$ cat src/rtl/sig_auth_sequencer_pkg.sv
// Shared types and constants for the challenge-response access sequencer.
// Latency: n/a (declarations only).
// Backpressure: n/a.
package sig_auth_pkg;

  typedef enum logic [2:0] {
    IDLE,
    CHAL,
    ISSUE,
    DECIDE,
    RESP,
    LOCKED
  } auth_state_e;

  // x^4 + x^3 + 1: feedback is the XOR of bits 3 and 2 of the shift register.
  localparam logic [3:0] LFSR_TAPS = 4'b1100;

  // Consecutive-failure counter increment that sticks at 15.
  function automatic logic [3:0] fail_inc(input logic [3:0] cnt);
    return (cnt == 4'hF) ? cnt : cnt + 4'd1;
  endfunction

endpackage

$ cat src/rtl/sig_auth_sequencer_if.sv
// Request / challenge / verifier / grant bundle for sig_auth_sequencer.
// Latency: n/a (wiring only).
// Backpressure: req_valid/req_ready and grant_valid/grant_ready handshakes.
interface sig_auth_if;

  logic       req_valid;
  logic       req_ready;
  logic [1:0] req_master_id;
  logic       req_mode;
  logic [3:0] req_key;
  logic       req_noise;

  logic       chal_valid;
  logic [3:0] chal_value;
  logic       resp_valid;
  logic [3:0] resp_sig;

  logic       ver_start;
  logic [3:0] ver_sig;
  logic [3:0] ver_key;
  logic       ver_mode;
  logic [1:0] ver_master_id;
  logic [3:0] ver_challenge;
  logic       ver_noise;
  logic       ver_sig_valid;
  logic       ver_inject;

  logic       grant_valid;
  logic       grant_ready;
  logic       grant_ok;
  logic [1:0] grant_id;

  logic       locked;
  logic [3:0] fail_count;
  logic       tamper_alarm;

  // Sequencer side.
  modport slave (
    input  req_valid, req_master_id, req_mode, req_key, req_noise,
    input  resp_valid, resp_sig,
    input  ver_sig_valid, ver_inject,
    input  grant_ready,
    output req_ready, chal_valid, chal_value,
    output ver_start, ver_sig, ver_key, ver_mode, ver_master_id, ver_challenge, ver_noise,
    output grant_valid, grant_ok, grant_id,
    output locked, fail_count, tamper_alarm
  );

  // Requester / verifier side.
  modport master (
    output req_valid, req_master_id, req_mode, req_key, req_noise,
    output resp_valid, resp_sig,
    output ver_sig_valid, ver_inject,
    output grant_ready,
    input  req_ready, chal_valid, chal_value,
    input  ver_start, ver_sig, ver_key, ver_mode, ver_master_id, ver_challenge, ver_noise,
    input  grant_valid, grant_ok, grant_id,
    input  locked, fail_count, tamper_alarm
  );

endinterface

$ cat src/rtl/sig_auth_sequencer_lfsr.sv
// 4-bit Fibonacci LFSR used as the challenge source; never reaches zero from a non-zero seed.
// Latency: new value one cycle after each enabled clock.
// Backpressure: none; free-running while en is high.
module chal_lfsr4
  import sig_auth_pkg::*;
#(
  parameter logic [3:0] SEED = 4'h9
) (
  input  logic       clk,
  input  logic       resetn,
  input  logic       en,
  output logic [3:0] value
);

  // Shift left, feeding back the parity of the tapped bits.
  always_ff @(posedge clk or negedge resetn) begin
    if (!resetn) begin
      value <= SEED;
    end else if (en) begin
      value <= {value[2:0], ^(value & LFSR_TAPS)};
    end
  end

endmodule

$ cat src/rtl/sig_auth_sequencer.sv
// Challenge-response front end: request -> LFSR challenge -> response -> verifier start -> grant/deny.
// Latency: accept to grant_valid = 1 + response wait + 2 cycles (timeout path skips ISSUE/DECIDE).
// Backpressure: req_ready low outside IDLE or when tampered; grant held until grant_ready.
module sig_auth_sequencer
  import sig_auth_pkg::*;
#(
  parameter logic [3:0] LFSR_SEED    = 4'h9,
  parameter int         MAX_FAILS    = 3,
  parameter int         LOCK_CYCLES  = 64,
  parameter int         RESP_TIMEOUT = 16
) (
  input  logic     clk,
  input  logic     resetn,
  sig_auth_if.slave bus
);

  localparam int TMO_W  = $clog2(RESP_TIMEOUT + 1);
  localparam int LOCK_W = $clog2(LOCK_CYCLES + 1);
  localparam logic [TMO_W-1:0]  TMO_LAST   = TMO_W'(RESP_TIMEOUT - 1);
  localparam logic [LOCK_W-1:0] LOCK_LAST  = LOCK_W'(LOCK_CYCLES - 1);
  localparam logic [3:0]        FAIL_LIMIT = 4'(MAX_FAILS);

  auth_state_e state_q, state_d;

  logic [3:0]        lfsr_val;
  logic [TMO_W-1:0]  tmo_q, tmo_d;
  logic [LOCK_W-1:0] lock_q, lock_d;
  logic [3:0]        fail_q, fail_d;
  logic              tamper_q, tamper_d;
  logic              grant_ok_q, grant_ok_d;
  logic [1:0]        grant_id_q, grant_id_d;
  logic              req_ready_q;

  logic       accept, resp_take, chal_exit, ok;

  // Latched request fields and the registered verifier-facing copies.
  logic [1:0] id_q;
  logic       mode_q, noise_q;
  logic [3:0] key_q, chal_q;
  logic [3:0] ver_sig_q, ver_key_q, ver_chal_q;
  logic [1:0] ver_id_q;
  logic       ver_mode_q, ver_noise_q;

  chal_lfsr4 #(.SEED(LFSR_SEED)) u_lfsr (
    .clk    (clk),
    .resetn (resetn),
    .en     (1'b1),
    .value  (lfsr_val)
  );

  // Next-state, counter and decision logic.
  always_comb begin
    state_d    = state_q;
    tmo_d      = tmo_q;
    lock_d     = lock_q;
    fail_d     = fail_q;
    tamper_d   = tamper_q;
    grant_ok_d = grant_ok_q;
    grant_id_d = grant_id_q;
    accept     = 1'b0;
    resp_take  = 1'b0;
    chal_exit  = 1'b0;
    ok         = 1'b0;
    case (state_q)
      IDLE: begin
        if (bus.req_valid && req_ready_q) begin
          accept  = 1'b1;
          tmo_d   = '0;
          state_d = CHAL;
        end
      end
      CHAL: begin
        // A response arriving in the last allowed cycle still wins over the timeout.
        if (bus.resp_valid) begin
          resp_take = 1'b1;
          chal_exit = 1'b1;
          state_d   = ISSUE;
        end else if (tmo_q == TMO_LAST) begin
          chal_exit  = 1'b1;
          grant_ok_d = 1'b0;
          grant_id_d = id_q;
          fail_d     = fail_inc(fail_q);
          state_d    = RESP;
        end else begin
          tmo_d = tmo_q + 1'b1;
        end
      end
      ISSUE: begin
        state_d = DECIDE;
      end
      DECIDE: begin
        // Verifier has registered its result from the ISSUE-cycle start pulse.
        ok         = bus.ver_sig_valid && !bus.ver_inject;
        grant_ok_d = ok;
        grant_id_d = id_q;
        fail_d     = ok ? 4'd0 : fail_inc(fail_q);
        if (bus.ver_inject) begin
          tamper_d = 1'b1;
        end
        state_d = RESP;
      end
      RESP: begin
        if (bus.grant_ready) begin
          if (fail_q >= FAIL_LIMIT || tamper_q) begin
            lock_d  = '0;
            state_d = LOCKED;
          end else begin
            state_d = IDLE;
          end
        end
      end
      LOCKED: begin
        // Tamper lockout has no exit other than reset.
        if (!tamper_q) begin
          if (lock_q == LOCK_LAST) begin
            fail_d  = 4'd0;
            state_d = IDLE;
          end else begin
            lock_d = lock_q + 1'b1;
          end
        end
      end
      default: state_d = IDLE;
    endcase
  end

  // State, counters and decision registers; req_ready registered so it is low during reset.
  always_ff @(posedge clk or negedge resetn) begin
    if (!resetn) begin
      state_q     <= IDLE;
      tmo_q       <= '0;
      lock_q      <= '0;
      fail_q      <= 4'd0;
      tamper_q    <= 1'b0;
      grant_ok_q  <= 1'b0;
      grant_id_q  <= 2'd0;
      req_ready_q <= 1'b0;
    end else begin
      state_q     <= state_d;
      tmo_q       <= tmo_d;
      lock_q      <= lock_d;
      fail_q      <= fail_d;
      tamper_q    <= tamper_d;
      grant_ok_q  <= grant_ok_d;
      grant_id_q  <= grant_id_d;
      req_ready_q <= (state_d == IDLE) && !tamper_d;
    end
  end

  // Capture request fields on accept; publish verifier copies when CHAL is left.
  always_ff @(posedge clk or negedge resetn) begin
    if (!resetn) begin
      id_q        <= 2'd0;
      mode_q      <= 1'b0;
      key_q       <= 4'd0;
      noise_q     <= 1'b0;
      chal_q      <= 4'd0;
      ver_sig_q   <= 4'd0;
      ver_key_q   <= 4'd0;
      ver_chal_q  <= 4'd0;
      ver_id_q    <= 2'd0;
      ver_mode_q  <= 1'b0;
      ver_noise_q <= 1'b0;
    end else begin
      if (accept) begin
        id_q    <= bus.req_master_id;
        mode_q  <= bus.req_mode;
        key_q   <= bus.req_key;
        noise_q <= bus.req_noise;
        chal_q  <= lfsr_val;
      end
      if (chal_exit) begin
        ver_sig_q   <= resp_take ? bus.resp_sig : 4'd0;
        ver_key_q   <= key_q;
        ver_chal_q  <= chal_q;
        ver_id_q    <= id_q;
        ver_mode_q  <= mode_q;
        ver_noise_q <= noise_q;
      end
    end
  end

  assign bus.req_ready     = req_ready_q;
  assign bus.chal_valid    = (state_q == CHAL);
  assign bus.chal_value    = chal_q;
  assign bus.ver_start     = (state_q == ISSUE);
  assign bus.ver_sig       = ver_sig_q;
  assign bus.ver_key       = ver_key_q;
  assign bus.ver_mode      = ver_mode_q;
  assign bus.ver_master_id = ver_id_q;
  assign bus.ver_challenge = ver_chal_q;
  assign bus.ver_noise     = ver_noise_q;
  assign bus.grant_valid   = (state_q == RESP);
  assign bus.grant_ok      = grant_ok_q;
  assign bus.grant_id      = grant_id_q;
  assign bus.locked        = (state_q == LOCKED);
  assign bus.fail_count    = fail_q;
  assign bus.tamper_alarm  = tamper_q;

endmodule

$ cat src/flat_wrapper.sv
// flat-port wrapper written by rule: the top's interface ports become plain ports
module sig_auth_sequencer_flat import sig_auth_pkg::*;
#(
  parameter logic [3:0] LFSR_SEED    = 4'h9,
  parameter int         MAX_FAILS    = 3,
  parameter int         LOCK_CYCLES  = 64,
  parameter int         RESP_TIMEOUT = 16
)
  (clk, resetn, bus_req_valid, bus_req_master_id, bus_req_mode, bus_req_key, bus_req_noise, bus_resp_valid, bus_resp_sig, bus_ver_sig_valid, bus_ver_inject, bus_grant_ready, bus_req_ready, bus_chal_valid, bus_chal_value, bus_ver_start, bus_ver_sig, bus_ver_key, bus_ver_mode, bus_ver_master_id, bus_ver_challenge, bus_ver_noise, bus_grant_valid, bus_grant_ok, bus_grant_id, bus_locked, bus_fail_count, bus_tamper_alarm);
  sig_auth_if bus_i ();
  input  logic clk;
  input  logic resetn;
  input wire logic [$bits(bus_i.req_valid)-1:0] bus_req_valid;
  input wire logic [$bits(bus_i.req_master_id)-1:0] bus_req_master_id;
  input wire logic [$bits(bus_i.req_mode)-1:0] bus_req_mode;
  input wire logic [$bits(bus_i.req_key)-1:0] bus_req_key;
  input wire logic [$bits(bus_i.req_noise)-1:0] bus_req_noise;
  input wire logic [$bits(bus_i.resp_valid)-1:0] bus_resp_valid;
  input wire logic [$bits(bus_i.resp_sig)-1:0] bus_resp_sig;
  input wire logic [$bits(bus_i.ver_sig_valid)-1:0] bus_ver_sig_valid;
  input wire logic [$bits(bus_i.ver_inject)-1:0] bus_ver_inject;
  input wire logic [$bits(bus_i.grant_ready)-1:0] bus_grant_ready;
  output wire logic [$bits(bus_i.req_ready)-1:0] bus_req_ready;
  output wire logic [$bits(bus_i.chal_valid)-1:0] bus_chal_valid;
  output wire logic [$bits(bus_i.chal_value)-1:0] bus_chal_value;
  output wire logic [$bits(bus_i.ver_start)-1:0] bus_ver_start;
  output wire logic [$bits(bus_i.ver_sig)-1:0] bus_ver_sig;
  output wire logic [$bits(bus_i.ver_key)-1:0] bus_ver_key;
  output wire logic [$bits(bus_i.ver_mode)-1:0] bus_ver_mode;
  output wire logic [$bits(bus_i.ver_master_id)-1:0] bus_ver_master_id;
  output wire logic [$bits(bus_i.ver_challenge)-1:0] bus_ver_challenge;
  output wire logic [$bits(bus_i.ver_noise)-1:0] bus_ver_noise;
  output wire logic [$bits(bus_i.grant_valid)-1:0] bus_grant_valid;
  output wire logic [$bits(bus_i.grant_ok)-1:0] bus_grant_ok;
  output wire logic [$bits(bus_i.grant_id)-1:0] bus_grant_id;
  output wire logic [$bits(bus_i.locked)-1:0] bus_locked;
  output wire logic [$bits(bus_i.fail_count)-1:0] bus_fail_count;
  output wire logic [$bits(bus_i.tamper_alarm)-1:0] bus_tamper_alarm;
  assign bus_i.req_valid = bus_req_valid;
  assign bus_i.req_master_id = bus_req_master_id;
  assign bus_i.req_mode = bus_req_mode;
  assign bus_i.req_key = bus_req_key;
  assign bus_i.req_noise = bus_req_noise;
  assign bus_i.resp_valid = bus_resp_valid;
  assign bus_i.resp_sig = bus_resp_sig;
  assign bus_i.ver_sig_valid = bus_ver_sig_valid;
  assign bus_i.ver_inject = bus_ver_inject;
  assign bus_i.grant_ready = bus_grant_ready;
  assign bus_req_ready = bus_i.req_ready;
  assign bus_chal_valid = bus_i.chal_valid;
  assign bus_chal_value = bus_i.chal_value;
  assign bus_ver_start = bus_i.ver_start;
  assign bus_ver_sig = bus_i.ver_sig;
  assign bus_ver_key = bus_i.ver_key;
  assign bus_ver_mode = bus_i.ver_mode;
  assign bus_ver_master_id = bus_i.ver_master_id;
  assign bus_ver_challenge = bus_i.ver_challenge;
  assign bus_ver_noise = bus_i.ver_noise;
  assign bus_grant_valid = bus_i.grant_valid;
  assign bus_grant_ok = bus_i.grant_ok;
  assign bus_grant_id = bus_i.grant_id;
  assign bus_locked = bus_i.locked;
  assign bus_fail_count = bus_i.fail_count;
  assign bus_tamper_alarm = bus_i.tamper_alarm;
  sig_auth_sequencer #(.LFSR_SEED(LFSR_SEED), .MAX_FAILS(MAX_FAILS), .LOCK_CYCLES(LOCK_CYCLES), .RESP_TIMEOUT(RESP_TIMEOUT)) u_core (.clk(clk), .resetn(resetn), .bus(bus_i));
endmodule
$ cat config.mk
export PLATFORM = sky130hd
export DESIGN_NAME = sig_auth_sequencer_flat
export DESIGN_NICKNAME = d
export VERILOG_FILES = /design/src/rtl/sig_auth_sequencer_pkg.sv /design/src/rtl/sig_auth_sequencer_if.sv /design/src/rtl/sig_auth_sequencer_lfsr.sv /design/src/rtl/sig_auth_sequencer.sv /design/src/flat_wrapper.sv
export SDC_FILE = /design/constraint.sdc
export NUM_CORES = 1
export LEC_CHECK = 0
export CORE_MARGIN = 4
export CORE_UTILIZATION = 51
export CTS_CLUSTER_DIAMETER = 30
export DETAILED_ROUTE_END_ITERATION = 8
export GPL_ROUTABILITY_DRIVEN = 0
export GPL_TIMING_DRIVEN = 1
export PLACE_DENSITY_LB_ADDON = 0.05
export SLEW_MARGIN = 25
export SYNTH_ARGS = -nofsm -noshare
export SYNTH_HDL_FRONTEND = slang
export SYNTH_SLANG_ARGS = --single-unit
$ cat constraint.sdc
create_clock -name clk -period 2.5 [get_ports clk]
set_input_delay 0.75 -clock clk [delete_from_list [all_inputs] [get_ports clk]]
set_output_delay 0.75 -clock clk [all_outputs]
set_load 0.02 [all_outputs]
# Word level (Yosys, flattened, before mapping)
# Cells that the tools add are included.
# W data, S select, Z words.
# classes
n_addsub	3
n_mul	0
div	0
magnitude_cmp	1
n_eq_ne	17
shifts	0
mux	40
bitwise_logic	0
n_reduce_logical	17
# op_table
cell	n
$mux W4	7
$mux W7	4
$mux W3	7
$pmux W3 S6	1
$mux W5	3
$pmux W7 S2	1
$pmux W4 S3	1
$mux W1	11
$ne A2 B2 Y1 const B	5
$pmux W5 S2	1
$reduce_and A5 Y1	2
$ne A2 B1 Y1 const B	4
$add A7 B1 Y7 const B	1
$eq A7 B6 Y1 const B	1
$eq A3 B2 Y1 const B	2
$eq A3 B3 Y1 const B	2
$logic_not A3 Y1	2
$reduce_bool A2 Y1	3
$add A5 B1 Y5 const B	1
$eq A5 B4 Y1 const B	1
$add A4 B1 Y4 const B	1
$eq A4 B4 Y1 const B	1
$ge A4 B2 Y1 const B	1
$mux W2	2
other kinds (10)	13
# totals
reg_bits	56
latchBits	0
mem_bits_rw	0
rom_bits	0
input_bits	19
output_inout_bits	33
elab_cells	98
n_memories	0

# Longest topological paths before layout
# Gate-level depths: netlist (run 1).
# logic_depth
word_depth	7
ltp_mapped	7

# Modules after synthesis
# A second synthesis (run 1) with hierarchy kept.
# hier_totals
hier_cells	205
hier_area_um2	2551.2
# by_module_without_submodules
module	instances	cells_each	area_per_inst_um2	seq_area_each_um2
sig_auth_sequencer	1	195	2397.3	1301.2
chal_lfsr4	1	10	153.9	102.6

# Worst setup path before layout (run 1)
# Ideal clock, no wire load.
# synth_path
kind	reg-to-reg
start	register u_core.tmo_q[0]
end	register u_core.fail_q[0], in the netlist u_core.bus.fail_count[0]
setup_ns	0.122
t_arrival_ns	1.754
t_required_ns	2.378
setup_slack_ns	0.624
path_stages_with_launch	8
path_buffers	0
cell_sequence	dfrtp_1 > ha_1 > and3_1 > ha_1 > nor2b_1 > o31a_1 > and2_1 > a32o_1
# synth_between
elab_chain_len	3
# synth_rtl
item	line	text
start, declared	sig_auth_sequencer.sv:26	logic [TMO_W-1:0] tmo_q, tmo_d;
start signal, assigned	sig_auth_sequencer.sv:140	tmo_q <= tmo_d;
$eq A5 B4 Y1	sig_auth_sequencer.sv:78	end else if (tmo_q == TMO_LAST) begin
$ne A2 B1 Y1 (no line)	--	
$reduce_and A5 Y1 (no line)	--	
end signal, assigned	sig_auth_sequencer.sv:142	fail_q <= fail_d;
end, declared	sig_auth_sequencer.sv:28	logic [3:0] fail_q, fail_d;
# No other way between the ends.
# A chain may end at the register's enable or synchronous reset.

# Worst setup path in the final report (run 1)
# layout_path
start	register u_core.state_q[1]
end	output bus_grant_valid
# layout_between
elab_chain_len	1
# layout_rtl
item	line	text
start, declared	sig_auth_sequencer.sv:23	auth_state_e state_q, state_d;
start signal, assigned	sig_auth_sequencer.sv:139	state_q <= state_d;
$eq A3 B3 Y1	sig_auth_sequencer.sv:193	assign bus.grant_valid = (state_q == RESP);
end, declared	flat_wrapper.sv:33	output wire logic [$bits(bus_i.grant_valid)-1:0] bus_grant_valid;
# No other way between the ends.

==> impl_results.md, run 1 <==
- Synth-to-Final Area Change: 28.5%
- Most used DFF post-synth: dfrtp_1
- M1 WL: 2260 um
- Vias: ~1800
- Top-count cell post-synth: dfrtp_1
- R2R cell count: 6
- Worst vdd ir: around 570 uV
- Initial Util: between 50% and 60%
- Antenna diode count: 0
- Seq/Total Area, Yosys: about 56%
- Final HPWL DP: roughly 3800 um
- Hold Crit Depth: 0
- Synth Register Bits: 56
- Antenna Violating Nets Remaining: 0
- Power Total: roughly 3.6 mW
- CTS sink cnt: 56
- Synth Instances: slightly below 200
- Cell Chain, Critical Path: buf_4 > nor3b_4 > dlygate4sd2_1
- Slowest cell on crit path: dfrtp_1
- Reg clk slew, reported paths: about 0.11 ns
- Vias in the first global route: 1834
- Minimum clock period: roughly 2.4 ns
- Number of flops mapped to enable cells by yosys: 0
- Netlist cell types: 45
- Multi-input logic area: around 1100 um^2
- WL final: between 5000 and 6000 um
- Initial antenna violation count: 0
- Die area: roughly 6100 um^2
- Vias per Instance: ~5.5
- Placement Setup Slack: 0.192 ns
- Crit share post-route: about 94%
- Number of port buffers: 51
- CP Buf/Inv Count: 2
- Syn. warnings: 0
- IO Count: 52
- Die height: between 70 and 80 um
- Final WS setup: roughly 0.15 ns
- Met2 wire length: between 2000 and 3000 um
- DR top layer: met4
- Final setup violation count: 0
- Setup TNS: 0 ns
- Slew Limit Fails: 0
- CP endpoint kind: output port
- Delay-heaviest family, CP: buffers and inverters
- Rows: 25
- Largest net degree at the start of global routing: 57
- Reg-to-Reg Start: u_core.tmo_q[0]
- Routed length per instance: 16.5 um
- First-pass GRT wire length: between 9000 and 10000 um
- Post-Syn Area per Cell: around 13 um^2
- Share of cells above drive strength 1: a little under a quarter
- Final core utilization: roughly 68%
- Power per cell area: about 1100 nW/um^2
- Placed instance area: 3120 um^2
- Max Freq: ~430 MHz
- Post-Layout Inst Area: roughly 3200 um^2
- GR Util All Layers: 18.9%
- Placed Cells incl. Taps: between 300 and 400
- FF/Latch Area: 1410 um^2
- Lkg Pwr: ~1.5 nW
- Residual DRC: 0
- Worst slew pin tran: about 0.7 ns
- Crit Path Max Fanout: 9
- Reg2reg setup slack: around 0.46 ns
- FF-to-FF End: u_core.bus.grant_id[0]
- Critical path arrival: ~1.6 ns
- Max-cap violations: 0
- # nets final: roughly 280
- Worst relative slew slack: approximately 54%
- Die Wd: between 70 and 80 um
- Hold Slack: around 0.38 ns
- Worst EP required: around 1.8 ns
- WS Path Type: flop to output port
- Startpoint Class: flop
- Worst Skew: 0.0118 ns
- Fill cells: between 300 and 400
- CP peak stage delay: 0.46 ns
- Synth top area cells: dfrtp_1 (54%), mux2_2 (8.1%), mux2_4 (3.6%), dfstp_2 (2.1%), xor2_1 (2.1%)
- Status: finished clean
- Clk_lat worst skew: around 0.31 ns
- DR iter-0 viols: between 80 and 90
- Final hold violations: 0
- Yosys top cell area share: 53.7%
- Worst hold start: u_core.u_lfsr.value[1]
- Worst Hold End: u_core.u_lfsr.value[2]
- Cell at the root of the clock tree: clkbuf_8
- CTS tree: yes
- Post-synth ARST share: 100%
- Core ar.: 4750 um^2
- Cts bufs inserted: 5
- Leading area contributor after synthesis: dfrtp_1
- Max Root-Sink Buffers: 2
- First-pass detailed-route iteration total: 4
- Mapped Area: approximately 2500 um^2
- Mapped Nets: approximately 220
- RSZ-0062 raised after global routing: no
- Congestion Overflow GR: 0
- Metal3 WL: ~290 um
- H-tree levels: 2
- Post-synth top cells: dfrtp_1 (54), mux2_2 (18), and3_1 (8), nor2_1 (8), nand2_1 (7)
- HP Class: flop to flop
- Non-Filler Instances: 323
state kept, by name (all words and copies together), names as in the netlist, 2 cells and up:
signal                    cells
u_core.bus.chal_value         4
u_core.state_q                3
u_core.lock_q                 7
u_core.bus.grant_id           2
u_core.id_q                   2
u_core.bus.ver_sig            4
u_core.u_lfsr.value           4
u_core.tmo_q                  5
u_core.key_q                  4
u_core.bus.fail_count         4
u_core.bus.ver_key            4
u_core.bus.ver_master_id      2
u_core.bus.ver_challenge      4
cells by family (layout without fill, tap and decap cells):
logic type	Yosys count	count (layout)	synth area share [%]
DFF	56	56	55.8
muxes	26	26	12.5
adders and majority gates	4	4	1.99
xor gates and xnor gates	6	6	2.09
and+or+nand+nor	55	55	15.0
AOI/OAI and AO/OA	35	35	10.3
buffers and inverters	11	74	2.24
worst max-delay path by stage:
stage                      startpoint                       end  slack (ns)  cells after the start
floorplan             u_core.tmo_q[0]  u_core.bus.fail_count[0]        0.62                      7
global placement    u_core.state_q[2]           bus_grant_valid        0.23                      2
detailed placement  u_core.state_q[2]             bus_ver_start        0.19                      4
CTS                 u_core.state_q[0]                bus_locked       0.001                      2
global route        u_core.state_q[1]           bus_grant_valid        0.05                      3
finish              u_core.state_q[1]           bus_grant_valid        0.15                      3
what timing repair did:
| item | CTS | global route |
|---|---|---|
| endpoints found under the setup margin | 4 | 1 |
| endpoints found under the hold margin | 0 | 0 |
| hold buffers | 0 | 0 |
| resized for setup | 5 | 1 |
| buffers inserted | 0 | 3 |
power breakdown:
part           internal [mW]  switching [mW]
logic                  0.835           0.775
registers               1.23           0.277
clock network          0.202           0.305
cell type report:
cell class / count / share of cell area, %
Sequential cell: 56 / 43.5
Multi-Input combinational cell: 126 / 32.6
Timing Repair Buffer: 60 / 17.7
Tap cell: 67 / 2.59
Clock buffer: 5 / 2.13
Clock inverter: 3 / 0.697
Inverter: 6 / 0.697
cell usage in the layout, fill, tap and decap left out, types with 2 or more instances in the layout:
master / instances
clkbuf_8: 5
and4bb_1: 2
nor2_1: 8
inv_1: 6
nand3_1: 6
o21ai_2: 2
buf_4: 9
nor3b_4: 2
dfstp_2: 2
nand3b_1: 2
o211ai_1: 3
nor2b_1: 4
a32o_1: 3
nand4_1: 2
a22o_1: 4
and3_1: 8
a21oi_1: 4
nand4b_1: 2
dfrtp_1: 52
or4_4: 2
xor2_1: 6
dfrtp_2: 2
nand2_1: 7
mux2_1: 2
mux2_4: 6
a31o_1: 2
nor4_2: 2
and2_1: 3
clkdlybuf4s50_1: 46
nand3_2: 2
ha_1: 4
mux2_2: 18
dlygate4sd2_1: 3
o21ai_0: 6
a31oi_1: 2
routing by layer:
| layer | vias to the layer above | GRT usage (%) |
|---|---|---|
| li1 | 826 | - |
| met1 | 907 | 23.2 |
| met2 | 44 | 32.4 |
| met3 | 4 | 5.85 |
| met4 | 0 | 5.24 |
| met5 | - | 0 |
No activity file was read; power rests on OpenSTA's default activity.
==> inputs of run 2 (changes only) <==
--- a/config.mk
+++ b/config.mk
@@ -10,8 +10,7 @@
 export CTS_CLUSTER_DIAMETER = 30
 export DETAILED_ROUTE_END_ITERATION = 8
 export GPL_ROUTABILITY_DRIVEN = 0
-export GPL_TIMING_DRIVEN = 1
-export PLACE_DENSITY_LB_ADDON = 0.05
+export PLACE_DENSITY = 0.79
 export SLEW_MARGIN = 25
 export SYNTH_ARGS = -nofsm -noshare
 export SYNTH_HDL_FRONTEND = slang
==> impl_results.md, run 2 (same netlist as run 1, synthesis figures left out) <==
- Max Root-Sink Buffers: 2 (unchanged)
- Critical path arrival: 1.62 ns (+0.02 ns)
- Largest net degree at the start of global routing: 57 (unchanged)
- CP peak stage delay: 0.44 ns (-0.02 ns)
- Final HPWL DP: 3420 um (-9.1%)
- Lkg Pwr: 1.54 nW (+2.5%)
- Crit Path Max Fanout: 11 (+2)
- Share of cells above drive strength 1: 24.5% (+1.5 points)
- Clk_lat worst skew: 0.30 ns (about the same)
- Synth-to-Final Area Change: 31.8%
- Number of port buffers: 51 (unchanged)
- Delay-heaviest family, CP: buffers and inverters
- Commonest non-fill, non-tap cell in the layout: dfrtp_1
- Final hold violations: 0 (unchanged)
- Slowest cell on crit path: dfrtp_2
- WS Path Type: flop to output port
- Slew Limit Fails: 0 (unchanged)
- Worst vdd ir: 650 uV (+14%)
- Max Freq: 422 MHz (-0.77%)
- Final core utilization: 69.7% (+1.8 points)
- Crit share post-route: 94.8% (+0.73 points)
- Biggest register: u_core.lock_q
- Comb pwr share: 44.4% (about the same)
- Initial antenna violation count: 0 (unchanged)
- GR Util All Layers: 17.9% (-1.0 points)
- Die Wd: 78.2 um (unchanged)
- Worst relative slew slack: 57.8% (+3.4 points)
- Vias per Instance: 5.26 (-4.6%)
- Non-Filler Instances: 328 (+1.5%)
- Routed length per instance: 15.2 um (-7.9%)
- Net switching power: 1.32 mW (-2.7%)
- Power Total: 3.74 mW (+3.3%)
- Internal: 2.42 mW (+6.8%)
- Final setup violation count: 0 (unchanged)
- Minimum clock period: 2.37 ns (+0.0182 ns)
- RSZ-0062 raised after global routing: no
- Reg-to-Reg Start: u_core.tmo_q[0]
- Antenna diode count: 0 (unchanged)
- # nets final: 283 (+1.8%)
- Setup TNS: 0 ns (unchanged)
- Congestion Overflow GR: 0 (unchanged)
- WL final: 5000 um (-6.5%)
- H-tree levels: 2 (unchanged)
- Power per cell area: 1130 nW/um^2 (+0.65%)
- Die height: 78.2 um (unchanged)
- Switch share: 35.3% (-2.2 points)
- Post-CTS Hold Fix Bufs: 0 (unchanged)
- Worst slew pin tran: 0.626 ns (-0.0570 ns)
- CTS sink cnt: 56 (unchanged)
- Core ar.: 4750 um^2 (unchanged)
- HP Class: flop to flop
- Max FFs per register: 7 (unchanged)
- Cell Chain, Critical Path: buf_12 > nor2b_1 > nand2_1 > inv_1 > dlygate4sd2_1
- Worst Skew: 0.00531 ns (-0.00648 ns)
- Antenna Violating Nets Remaining: 0 (unchanged)
- DR iter-0 viols: 92 (+3.4%)
- Placed Cells incl. Taps: 314 (+0.64%)
- Vias in the first global route: 1782 (-2.8%)
- Reg clk slew, reported paths: 0.09 ns (-0.02 ns)
- Largest registers: u_core.lock_q x7, u_core.tmo_q x5
- Worst EP required: 1.75 ns (about the same)
- Most frequent cells in the layout: dfrtp_1 (51), clkdlybuf4s50_1 (46), mux2_2 (18), buf_4 (12)
- Cell at the root of the clock tree: clkbuf_8
- Vias: 1725 (-3.1%)
- Max-cap violations: 0 (unchanged)
- Reg power frac: 40.0% (-1.6 points)
- First-pass GRT wire length: 8640 um (-4.1%)
- Status: finished clean
- Initial Util: 52.9% (unchanged)
- Residual DRC: 0 (unchanged)
- Clock network power share: 15.6% (+1.6 points)
- Crit path from: u_core.state_q[2]
- Cts bufs inserted: 5 (unchanged)
- Die area: 6120 um^2 (unchanged)
- Worst hold start: u_core.u_lfsr.value[1]
- First-pass detailed-route iteration total: 4 (unchanged)
- Placement Setup Slack: 0.192 ns (+0.0000810 ns)
- Startpoint Class: flop
- CP endpoint kind: output port
- Final WS setup: 0.131 ns (-0.0182 ns)
- Rows: 25 (unchanged)
- CP Buf/Inv Count: 3 (+1)
- Fill cells: 359 (-2.7%)
- IO Count: 52 (unchanged)
- CTS tree: yes
## run 2: cell types whose count changed in the layout (fill, tap and decap cells not counted)
cell,previous run,this run
buf_12,0,2
buf_4,9,12
bufinv_16,0,1
clkbuf_1,0,1
clkinv_2,1,0
clkinv_4,1,0
dfrtp_1,52,51
dfrtp_2,2,3
## run 2: power by group through the flow
stage                     sequential [mW]  combinational [mW]  clock (mW)
after global placement               1.53                1.52           0
after CTS                            1.53                1.54       0.601
after floorplan                      1.65               0.817           0
after global routing                 1.56                1.79       0.649
after detailed placement             1.54                1.54           0
final                                1.50                1.66       0.584
## run 2: layout make-up
cell class	instances	area (um^2)	area share [%]
multi-input cells	126	1050	31.8
flip-flops and latches	56	1410	42.5
inverters	6	22.5	0.680
repair buffers	65	634	19.1
clock inverters	2	38.8	1.17
clock buffers	6	72.6	2.19
well taps	67	83.8	2.53
## run 2: what timing repair did
item / in CTS / in global routing
endpoints found under the setup margin: 4 / 1
cloned: 0 / 0
gates resized for setup: 6 / 1
pin swaps: 0 / 0
setup buffers: 0 / 6
hold endpoints to repair: 0 / 0
## run 2: layer usage
layer  GRT usage, %  vias to the layer above  wire, um
met3           4.70                        6       238
met2           28.3                       38      2360
li1               -                      838         -
met1           24.5                      843      2340
met5              0                        -         0
met4           5.24                        0        59
## run 2: worst reg2reg max path, stage by stage, from the launching register on
cell and delay [ns]:
dfrtp_1 0.43, ha_1 0.22, and3_1 0.19, ha_1 0.21
nor2b_1 0.15, o21ai_1 0.28, buf_4 0.19, mux2_2 0.32
## run 2: stage by stage
stage / hold WS [ns] / instance area, um^2
2_1_floorplan: 0.349 / 2510
3_3_place_gp: 0.354 / 3140
3_5_place_dp: 0.364 / 3140
4_1_cts: 0.386 / 3250
5_1_grt: 0.399 / 3310
6_report: 0.384 / 3310
## run 2: worst paths after layout
| path | endpoint | slack [ns] | cells past startpoint |
|---|---|---|---|
| hold / removal | u_core.u_lfsr.value[2] | 0.38 | 0 |
| max in group asynchronous | u_core.u_lfsr.value[3] | 1.78 | 2 |
| hold reg to reg | u_core.u_lfsr.value[2] | 0.38 | 0 |
| setup reg to reg | u_core.bus.grant_id[0] | 0.41 | 7 |
| min in group asynchronous | u_core.lock_q[4] | 0.41 | 2 |
| setup / recovery | bus_ver_start | 0.13 | 5 |
==> inputs of run 3 (changes only) <==
--- a/config.mk
+++ b/config.mk
@@ -5,7 +5,6 @@
 export SDC_FILE = /design/constraint.sdc
 export NUM_CORES = 1
 export LEC_CHECK = 0
-export CORE_MARGIN = 4
 export CORE_UTILIZATION = 51
 export CTS_CLUSTER_DIAMETER = 30
 export DETAILED_ROUTE_END_ITERATION = 8
==> impl_results.md, run 3 (same netlist as run 1, synthesis figures left out) <==
- Status: finished clean
- CTS tree: yes
- Die height: 72.2 um (-7.7%)
- Power Total: 3.71 mW (-0.83%)
- Biggest register: u_core.lock_q
- Number of port buffers: 51 (unchanged)
- CTS resizes: 6 (unchanged)
- Crit share post-route: 97.6% (+2.9 points)
- Internal: 2.38 mW (-1.8%)
- Rows: 25 (unchanged)
- Final setup violation count: 0 (unchanged)
- Routed length per instance: 15.4 um (+1.0%)
- Share of cells above drive strength 1: 23.1% (-1.4 points)
- WL final: 4960 um (-0.82%)
- Non-Filler Instances: 322 (-1.8%)
- Post-CTS Hold Fix Bufs: 0 (unchanged)
- Residual DRC: 0 (unchanged)
- Max FFs per register: 7 (unchanged)
- Most frequent cells in the layout: dfrtp_1 (51), clkdlybuf4s50_1 (47), mux2_2 (18), and3_1 (8), nor2_1 (8)
- Antenna diode count: 0 (unchanged)
- Post CTS Setup Buffer Count: 0 (unchanged)
- Crit Path Max Fanout: 7 (-4)
- WS Path Type: flop to output port
- Startpoint Class: flop
- Slew Limit Fails: 0 (unchanged)
- Lkg Pwr: 1.49 nW (-2.8%)
- Die Wd: 72.2 um (-7.7%)
- Initial Util: 53.2% (+0.35 points)
- First-pass detailed-route iteration total: 4 (unchanged)
- Worst vdd ir: 521 uV (-20%)
- Placed instance area: 3160 um^2 (+0.68%)
- Clock network power share: 16.0% (+0.4 points)
- CP endpoint kind: output port
- H-tree levels: 2 (unchanged)
- Placed Cells incl. Taps: 314 (unchanged)
- Commonest non-fill, non-tap cell in the layout: dfrtp_1
- Net switching power: 1.33 mW (+0.92%)
- Final hold violations: 0 (unchanged)
- DR iter-0 viols: 116 (+26%)
- Worst slew pin tran: 0.604 ns (-0.0221 ns)
- Setup TNS: 0 ns (unchanged)
- Vias per Instance: 5.41 (+2.9%)
- Critical path arrival: 1.69 ns (+0.07 ns)
- GR Util All Layers: 21.5% (+3.5 points)
- Hold Slack: 0.367 ns (-0.0171 ns)
- # nets final: 277 (-2.1%)
- Comb pwr share: 43.0% (-1.4 points)
- Worst Skew: 0.00501 ns (-0.000302 ns)
- Largest net degree at the start of global routing: 40 (-30%)
- Worst relative slew slack: 59.3% (+1.5 points)
- Initial antenna violation count: 0 (unchanged)
- First-pass GRT wire length: 8450 um (-2.2%)
- Die area: 5220 um^2 (-15%)
- Cell at the root of the clock tree: clkbuf_8
- Switch share: 35.9% (+0.62 points)
- Clk_lat worst skew: 0.31 ns (about the same)
- Antenna Violating Nets Remaining: 0 (unchanged)
- Placement Setup Slack: 0.174 ns (-0.0184 ns)
- Cts bufs inserted: 5 (unchanged)
- IO Count: 52 (unchanged)
- Minimum clock period: 2.44 ns (+0.0719 ns)
- Largest registers: u_core.lock_q x7, u_core.tmo_q x5
- RSZ-0062 raised after global routing: no
- HP Class: input pin to asynchronous set/reset pin
- CTS sink cnt: 56 (unchanged)
- Max Freq: 410 MHz (-2.9%)
- Vias in the first global route: 1763 (-1.1%)
- Max Root-Sink Buffers: 2 (unchanged)
- Worst EP required: 1.75 ns (about the same)
- Post-Layout Inst Area: 3280 um^2 (-1.1%)
- Power per cell area: 1130 nW/um^2 (+0.27%)
- Final core utilization: 69.4% (-0.31 points)
- Vias: 1742 (+0.99%)
- Core ar.: 4720 um^2 (-0.66%)
- Reg clk slew, reported paths: 0.10 ns (about the same)
- Congestion Overflow GR: 0 (unchanged)
- Final WS setup: 0.0591 ns (-0.0719 ns)
- Synth-to-Final Area Change: 30.3%
- Max-cap violations: 0 (unchanged)
- Reg power frac: 41.0% (+1.0 points)
- Final HPWL DP: 3590 um (+5.0%)
## run 3: cell types whose count changed in the layout (fill, tap and decap cells not counted), sizes merged
cell           before  now
dlymetal6s2s        1    0
buf                15    9
clkdlybuf4s50      46   47
## run 3: path summary, 6_finish.rpt
check | slack (ns) | cells past startpoint | to | from
setup reg to reg | 0.38 | 6 | u_core.bus.grant_id[1] | u_core.tmo_q[0]
hold reg to reg | 0.38 | 0 | u_core.u_lfsr.value[2] | u_core.u_lfsr.value[1]
setup / recovery | 0.06 | 2 | bus_locked | u_core.state_q[1]
min in group clk | 0.38 | 0 | u_core.u_lfsr.value[2] | u_core.u_lfsr.value[1]
max in group asynchronous | 1.52 | 2 | u_core.u_lfsr.value[3] | resetn
hold / removal | 0.37 | 1 | u_core.lock_q[3] | resetn
## run 3: metal layers
| metal | global-route usage, % | vias to the layer above | part of all wire [%] |
|---|---|---|---|
| met4 | 6.10 | 0 | 0.77 |
| li1 | - | 838 | - |
| met3 | 5.56 | 5 | 4.3 |
| met5 | 0 | - | 0 |
| met2 | 35.3 | 48 | 48 |
| met1 | 28.3 | 851 | 46 |
## run 3: power groups by stage
stage | registers, mW | clock network [mW] | logic, mW
2_1_floorplan | 1.65 | 0 | 0.817
3_3_place_gp | 1.51 | 0 | 1.57
3_5_place_dp | 1.53 | 0 | 1.61
4_1_cts | 1.52 | 0.608 | 1.60
5_1_grt | 1.58 | 0.639 | 1.72
6_report | 1.52 | 0.595 | 1.60
## run 3: final cells by class
cell class | count | area [um^2]
fill | 342 | 1450
sequential | 56 | 1410
multi-input combinational | 126 | 1070
timing repair buffer | 59 | 587
tap | 67 | 83.8
clock buffer | 6 | 72.6
clock inverter | 2 | 38.8
inverter | 6 | 22.5
## run 3: worst max-delay path, stage by stage (launching register included)
cell and delay (ns):
dfrtp_2 0.47, and3b_1 0.29, clkdlybuf4s50_1 0.62
